[src/rtl/ex_mem_stage.sv]
// ex_mem_stage: execute stage with ALU, iterative shift-add multiply and EX/MEM register.
module ex_mem_stage #(
    parameter int MUL_CYCLES = 8
) (
    input  logic       clk,
    input  logic       rst,
    input  logic       in_valid,
    input  logic [3:0] alu_op,
    input  logic [7:0] operand_a,
    input  logic [7:0] operand_b,
    input  logic [7:0] store_data_in,
    input  logic       read_in,
    input  logic       write_in,
    input  logic [3:0] branch_in,
    input  logic       flush,
    output logic       stall_out,
    output logic       out_valid,
    output logic [7:0] alu_result,
    output logic [7:0] Data_for_RAM,
    output logic       read,
    output logic       write,
    output logic [3:0] Branch,
    output logic       zero,
    output logic       carry
);
    typedef enum logic [1:0] {IDLE, BUSY, DONE} state_t;
    localparam logic [3:0] OP_MUL = 4'd9;
    state_t      state_q, state_d;
    logic [2:0]  cnt_q, cnt_d;
    logic [15:0] prod_q, prod_d;
    logic [7:0]  a_q, b_q, sd_q;
    logic [3:0]  br_q;
    logic        rd_q, wr_q, cf_q, cf_d;
    logic [7:0]  r, res_d, data_d;
    logic        c, valid_d, read_d, write_d, zero_d, carry_d;
    logic [3:0]  br_d;
    logic        accept, mul_start;

    assign stall_out = state_q != IDLE;
    assign accept    = !flush && state_q == IDLE && in_valid;
    assign mul_start = accept && alu_op == OP_MUL;

    always_comb begin
        r = '0;
        c = 1'b0;
        case (alu_op)
            4'd0: {c, r} = {1'b0, operand_a} + {1'b0, operand_b};
            4'd1: begin
                r = operand_a - operand_b;
                c = operand_a < operand_b;
            end
            4'd2: r = operand_a & operand_b;
            4'd3: r = operand_a | operand_b;
            4'd4: r = operand_a ^ operand_b;
            4'd5: r = ~operand_a;
            4'd6: {c, r} = {operand_a, 1'b0};
            4'd7: {r, c} = {1'b0, operand_a};
            4'd8: r = operand_b;
            4'd10: {c, r} = {1'b0, operand_a} + {1'b0, operand_b} + {8'd0, cf_q};
            default: ;
        endcase
    end

    always_comb begin
        state_d = state_q;
        cnt_d   = cnt_q;
        prod_d  = prod_q;
        if (flush) begin
            state_d = IDLE;
            cnt_d   = '0;
        end else begin
            case (state_q)
                IDLE: if (mul_start) begin
                    state_d = BUSY;
                    cnt_d   = '0;
                    prod_d  = '0;
                end
                BUSY: begin
                    prod_d = prod_q + (b_q[cnt_q] ? ({8'd0, a_q} << cnt_q) : 16'd0);
                    cnt_d  = cnt_q + 3'd1;
                    if (cnt_q == 3'(MUL_CYCLES - 1)) state_d = DONE;
                end
                default: state_d = IDLE;
            endcase
        end
    end

    // Anything that is neither an accepted non-MUL op nor a finished MUL becomes a bubble.
    always_comb begin
        valid_d = 1'b0;
        read_d  = 1'b0;
        write_d = 1'b0;
        br_d    = '0;
        res_d   = '0;
        data_d  = '0;
        carry_d = 1'b0;
        if (accept && alu_op != OP_MUL) begin
            valid_d = 1'b1;
            read_d  = read_in;
            write_d = write_in;
            br_d    = branch_in;
            res_d   = r;
            data_d  = store_data_in;
            carry_d = c;
        end else if (!flush && state_q == DONE) begin
            valid_d = 1'b1;
            read_d  = rd_q;
            write_d = wr_q;
            br_d    = br_q;
            res_d   = prod_q[7:0];
            data_d  = sd_q;
            carry_d = |prod_q[15:8];
        end
        zero_d = valid_d && res_d == 8'd0;
        cf_d   = valid_d ? carry_d : cf_q;
    end

    always_ff @(posedge clk) begin
        if (rst) begin
            state_q      <= IDLE;
            cnt_q        <= '0;
            prod_q       <= '0;
            cf_q         <= 1'b0;
            a_q          <= '0;
            b_q          <= '0;
            sd_q         <= '0;
            rd_q         <= 1'b0;
            wr_q         <= 1'b0;
            br_q         <= '0;
            out_valid    <= 1'b0;
            alu_result   <= '0;
            Data_for_RAM <= '0;
            read         <= 1'b0;
            write        <= 1'b0;
            Branch       <= '0;
            zero         <= 1'b0;
            carry        <= 1'b0;
        end else begin
            state_q      <= state_d;
            cnt_q        <= cnt_d;
            prod_q       <= prod_d;
            cf_q         <= cf_d;
            out_valid    <= valid_d;
            alu_result   <= res_d;
            Data_for_RAM <= data_d;
            read         <= read_d;
            write        <= write_d;
            Branch       <= br_d;
            zero         <= zero_d;
            carry        <= carry_d;
            if (mul_start) begin
                a_q  <= operand_a;
                b_q  <= operand_b;
                sd_q <= store_data_in;
                rd_q <= read_in;
                wr_q <= write_in;
                br_q <= branch_in;
            end
        end
    end
endmodule
[config.mk]
export PLATFORM = sky130hd
export DESIGN_NAME = ex_mem_stage
export DESIGN_NICKNAME = d
export VERILOG_FILES = /design/src/rtl/ex_mem_stage.sv
export SDC_FILE = /design/constraint.sdc
export NUM_CORES = 1
export LEC_CHECK = 0
export CAP_MARGIN = 15
export CORE_UTILIZATION = 41
export DETAILED_ROUTE_END_ITERATION = 6
export PLACE_DENSITY = 0.72
export REMOVE_ABC_BUFFERS = 1
export SKIP_CTS_REPAIR_TIMING = 1
export SKIP_LAST_GASP = 1
export SYNTH_ARGS = -nofsm -noshare
export SYNTH_HDL_FRONTEND = slang
export SYNTH_SLANG_ARGS = --single-unit
export TNS_END_PERCENT = 100
[constraint.sdc]
create_clock -name clk -period 6.7 [get_ports clk]
set_clock_uncertainty 0.15 [all_clocks]
set_input_delay 1.005 -clock clk [delete_from_list [all_inputs] [get_ports clk]]
set_output_delay 1.005 -clock clk [all_outputs]
set_load 0.005 [all_outputs]
==> results of run 1 <==
## stage by stage
step	instance area, µm²	power (µW)	util (%)	hold slack, ns	worst slack, ns
global placement	6370	687	47.7	0.291	2.18
floorplan	5460	595	-	0.277	2.69
CTS	6690	1200	50.1	0.308	2.48
global route	6700	1240	50.2	0.327	2.22
finish	6700	1190	50.2	0.307	2.39
detailed placement	6370	686	47.7	0.298	2.12
## sequential cells by signal, indices dropped and copies added (netlist names)
signal and flops:
prod_q 16, Data_for_RAM 8, a_q 8, alu_result 8, b_q 8, sd_q 8
Branch 4, br_q 4, cnt_q 3, state_q 2, carry 1, cf_q 1
out_valid 1, rd_q 1, read 1, wr_q 1, write 1, zero 1
## synthesized netlist by cell type (5+ instances only)
cell	count	area, µm²
a211oi_1	11	82.6
clkbuf_1	27	101
o21a_1	5	37.5
mux2i_1	15	150
nor4_1	7	43.8
o211ai_1	5	37.5
a22oi_1	18	135
xnor2_1	14	123
a21oi_1	73	365
o21ai_0	19	95.1
nand2_1	111	417
dfxtp_1	77	1540
and2_1	7	43.8
a221oi_1	5	43.8
ha_1	43	538
nor2b_1	12	75.1
nor3_1	22	110
o22ai_1	5	31.3
inv_1	33	124
nor2_1	89	334
nand2b_1	12	75.1
buf_2	11	55.1
nand3_1	27	135
## kinds of logic after synthesis
logic type               count (synthesis)  share of synthesized area, %
adder cells (fa/ha/maj)                 46                          10.6
XOR/XNOR                                18                          2.79
AND/OR/NAND/NOR                        313                          25.5
multiplexers                            21                          4.26
AO/OA/AOI/OAI                          201                          24.1
flip-flops                              77                          27.3
buffers and inverters                   76                          5.43
## cells in the final DEF (no fill, tap or decap), types with 8 or more instances in the layout
cell type / count
a211oi_1: 11
a21oi_1: 73
a22oi_1: 18
buf_4: 8
clkbuf_16: 9
clkdlybuf4s50_1: 62
dfxtp_1: 77
ha_1: 43
inv_1: 33
mux2i_1: 15
nand2_1: 111
nand2b_1: 12
nand3_1: 27
nor2_1: 89
nor2b_1: 12
nor3_1: 21
o21ai_0: 19
xnor2_1: 14
## report_power, final
| part | total [µW] | switching, µW | internal [µW] | leakage, µW |
|---|---|---|---|---|
| Sequential | 466 | 2.40 | 463 | 0.000622 |
| Clock | 513 | 215 | 298 | 0.000155 |
| Combinational | 216 | 126 | 89.4 | 0.00178 |
## area by class of cell
| cell class | instances | area [µm²] | area share, % |
|---|---|---|---|
| Inverter | 33 | 124 | 1.85 |
| Multi-Input combinational cell | 599 | 3800 | 56.8 |
| Clock inverter | 7 | 92.6 | 1.38 |
| Sequential cell | 77 | 1540 | 23.0 |
| Tap cell | 176 | 220 | 3.29 |
| Clock buffer | 9 | 225 | 3.36 |
| Timing Repair Buffer | 72 | 691 | 10.3 |
## per-layer routing
metal,vias to the layer above,routed length (µm)
met5,-,0
met4,0,244
met3,19,1240
met2,230,7480
met1,2660,8080
li1,2770,-
## worst paths after layout
path                              start                 endpoint  depth (start not counted)
setup / recovery           operand_a[1]        cf_q$_SDFFE_PP0P_                         11
hold / removal      b_q[5]$_SDFFE_PP0P_      b_q[5]$_SDFFE_PP0P_                          2
setup reg to reg  cnt_q[0]$_SDFFE_PP0P_  prod_q[13]$_SDFFE_PP0P_                         12
hold reg to reg     b_q[5]$_SDFFE_PP0P_      b_q[5]$_SDFFE_PP0P_                          2
## tightest hold or removal path: cells and delay by family (launching register included)
kind               cells  cell delay [ns]
AOI/OAI and AO/OA      1             0.05
DFF                    1             0.31
and+or+nand+nor        1             0.05
==> flow_metrics.tcl, run 1 <==
set metrics [dict create \
    grt_pass1_vias 5191 \
    ios 64 \
    clk_pin_slew_ns 0.07 \
    maxCapViolations 0 \
    wl_per_cell_um 17.5 \
    hold_class "reg2reg" \
    use_met1_pct 34.6 \
    worstPathMaxFanout 8 \
    layout_min_cycle_time_ns 4.31 \
    dp_cells 956 \
    cts_made_buffers 9 \
    grt-busiest-layer "met2" \
    synth_async_sr_flop_share_pct 0 \
    tightest_slew_ns 0.869 \
    clockBufferDepth 2 \
    peakVddDrop_mv 0.173 \
    grt_pass1_wl_um 27500 \
    clock.fmax_mhz 232 \
    antenna_left 0 \
    cts_sinks 77 \
    slowest_delay_ns 0.73 \
    grt_max_degree 78 \
    relSlewSlack_pct 41.9 \
    worstSetupStartpointType "input pin" \
    drive_gt1_share_pct 5.90 \
    setup_viol 0 \
    filler_cell_count 1338 \
    vias 5679 \
    nNetsFinal 876 \
    synth_area_per_cell_um2 7.51 \
    ys_ff_latch 77 \
    gr-usage-met3_pct 4.89 \
    ys_types 74 \
    die_y_um 119 \
    synthCells 752 \
    portBuffers 63 \
    critPathKind "in2reg" \
    hpwl_um 12500 \
    tns_ns 0 \
    crit_arrival_ns 4.35 \
    area_delta_synth_final_pct 18.6 \
    cp_num_buf_inv 2 \
    gp_congestion 0.935 \
    drc 0 \
    power_density_mw_per_mm2 178 \
    dieWidth_um 119 \
    crit_family "compound AO/OA/AOI/OAI gates" \
    stdcell_count 973 \
    overflow 0 \
    synth_enable_flop_cells 0 \
    core_mm2 0.0133 \
    drt_iter0_drc 483 \
    cts_tree "done" \
    grt_util_all_layers_pct 24.6 \
    status "finished, final reports clean" \
    cts-root-buf "clkbuf_16" \
    diodes 0 \
    wirelength_um 17100 \
    required_ns 6.75 \
    grt_setup_unrepaired "false" \
    seq_area_frac_synth_pct 27.3 \
    end_kind "flop" \
    ys.flop_type "dfxtp_1" \
    rows 42 \
    finalCritPeriodShare_pct 64.3 \
    slew_violations 0 \
    gr-usage-met2_pct 38.0 \
    h-tree-depth 3 \
    antenna_found_initial 0 \
    routed_via_density 5.84 \
    netlist_area_mm2 0.00564 \
    p_leak_uw 0.00256 \
    insertion_delay_ns 0.35 \
    slowest_stage "clkdlybuf4s50_1" \
    finalHoldViolations 0 \
    cp_cell_sequence "clkdlybuf4s50_1, inv_1, ha_1, a211o_1, and3_4, o311ai_2, nand4_1, nor3b_1, o32ai_1, a311oi_1, a21oi_1" \
    dr.pass1.iters 5 \
    initial_core_util_pct 42.3 \
    die_area_mm2 0.0142 \
    yosys_warnings 0 \
    rrSetupSlack_ns 2.56 \
]
Power figures use the tool's default switching activity.
==> inputs of run 2 (changes only) <==
--- a/config.mk
+++ b/config.mk
@@ -8,7 +8,7 @@
 export CAP_MARGIN = 15
 export CORE_UTILIZATION = 41
 export DETAILED_ROUTE_END_ITERATION = 6
-export PLACE_DENSITY = 0.72
+export PLACE_DENSITY = 0.75
 export REMOVE_ABC_BUFFERS = 1
 export SKIP_CTS_REPAIR_TIMING = 1
 export SKIP_LAST_GASP = 1
==> constraint.sdc (replaced) <==
create_clock -name clk -period 3.6 [get_ports clk]
set_clock_uncertainty 0.15 [all_clocks]
set_input_delay 0.54 -clock clk [delete_from_list [all_inputs] [get_ports clk]]
set_output_delay 0.54 -clock clk [all_outputs]
set_load 0.005 [all_outputs]
==> flow_metrics.tcl, run 2 (synthesis results as in run 1) <==
set metrics [dict create \
    finalPower_uw 2300 \
    status "finished, final reports clean" \
    cts_made_buffers 9 \
    worstPathMaxFanout 5 \
    slowest_stage "mux4_2" \
    h-tree-depth 3 \
    finalHoldViolations 0 \
    insertion_delay_ns 0.34 \
    hpwl_um 13300 \
    vias 5994 \
    clock.fmax_mhz 287 \
    stdcell_count 1052 \
    slowest_delay_ns 0.54 \
    cp_num_buf_inv 0 \
    worstSetupStartpointType "flop" \
    peakVddDrop_mv 0.268 \
    initial_core_util_pct 42.3 \
    tns_ns 0 \
    utilization_pct 54.9 \
    drt_iter0_drc 586 \
    wirelength_um 17600 \
    crit_arrival_ns 3.57 \
    hold_class "reg2reg" \
    maxCapViolations 0 \
    cts_tree "done" \
    wl_per_cell_um 16.8 \
    diodes 0 \
    critPathKind "reg2reg" \
    clockBufferDepth 2 \
    crit_family "compound AO/OA/AOI/OAI gates" \
    largest_register "prod_q" \
    core_mm2 0.0133 \
    worst_slack_ns 0.121 \
    layout_common_cells "nand2_1 (111), nor2_1 (89), buf_4 (86), dfxtp_1 (76), a21oi_1 (73)" \
    nNetsFinal 955 \
    finalCritPeriodShare_pct 96.6 \
    ios 64 \
    required_ns 3.69 \
    portBuffers 63 \
    rows 42 \
    dieWidth_um 119 \
    dp_cells 1036 \
    tightest_slew_ns 0.788 \
    grt_pass1_wl_um 28700 \
    drive_gt1_share_pct 15.0 \
    grt_setup_unrepaired "true" \
    antenna_left 0 \
    die_area_mm2 0.0142 \
    p_leak_uw 0.00295 \
    grt_util_all_layers_pct 25.5 \
    relSlewSlack_pct 47.5 \
    slew_violations 0 \
    drc 0 \
    die_y_um 119 \
    grt_max_degree 78 \
    largest_reg_flops 16 \
    routed_via_density 5.70 \
    grt_pass1_vias 5620 \
    pre_cts_ws_ns -0.101 \
    cts-root-buf "clkbuf_16" \
    setup_viol 0 \
    antenna_found_initial 0 \
    dr.pass1.iters 6 \
    cts_sinks 77 \
    end_kind "flop" \
    overflow 0 \
    area_delta_synth_final_pct 29.9 \
    gp_congestion 0.963 \
    power_density_mw_per_mm2 314 \
    clk_pin_slew_ns 0.06 \
    final_common_cell "nand2_1" \
    cp_cell_sequence "mux4_2, nand2_1, nor3_2, ha_1, a211oi_1, nor2_1, o311a_1, o41ai_2, nand2b_1, a21boi_1, or3_1, a31o_1" \
    layout_min_cycle_time_ns 3.48 \
]
[run 2: final cells by class]
| class | count | area [µm²] |
|---|---|---|
| Tap cell | 176 | 220 |
| Clock inverter | 5 | 66.3 |
| Sequential cell | 77 | 1540 |
| Timing Repair Buffer | 151 | 1300 |
| Multi-Input combinational cell | 599 | 3820 |
| Clock buffer | 11 | 253 |
| Inverter | 33 | 124 |
| Fill cell | 1290 | 6020 |
[run 2: final timing paths]
kind	from	end	slack, ns	cells past startpoint
max	cnt_q[0]$_SDFFE_PP0P_	prod_q[13]$_SDFFE_PP0P_	0.12	12
min	b_q[2]$_SDFFE_PP0P_	b_q[2]$_SDFFE_PP0P_	0.30	2
max reg2reg	cnt_q[0]$_SDFFE_PP0P_	prod_q[13]$_SDFFE_PP0P_	0.12	12
min reg2reg	b_q[2]$_SDFFE_PP0P_	b_q[2]$_SDFFE_PP0P_	0.30	2
[run 2: worst register-to-register path, cell delays in order, from the launching register on]
cell	delay, ns
dfxtp_2	0.39
mux4_2	0.54
nand2_1	0.18
nor3_2	0.09
ha_1	0.30
a211oi_1	0.26
nor2_1	0.10
o311a_1	0.38
o41ai_2	0.24
nand2b_1	0.15
a21boi_1	0.08
or3_1	0.31
a31o_1	0.21
[run 2: report_power, final]
group | total (µW) | switching, µW | internal, µW
clock | 952 | 369 | 583
combinational | 485 | 253 | 232
sequential | 867 | 4.62 | 862
[run 2: layer usage]
layer | wire length (µm) | GRT usage [%] | vias to the layer above
met1 | 8090 | 36.2 | 2763
met3 | 1660 | 5.80 | 27
met5 | 0 | 0 | -
met4 | 289 | 7.27 | 0
li1 | - | - | 2924
met2 | 7590 | 38.2 | 280
[run 2: per-stage QoR]
step / instance area [µm²] / hold slack (ns)
final: 7330 / 0.301
after floorplan: 5460 / 0.277
after global placement: 6990 / 0.293
after CTS: 7300 / 0.304
after detailed placement: 6990 / 0.296
after global routing: 7330 / 0.323
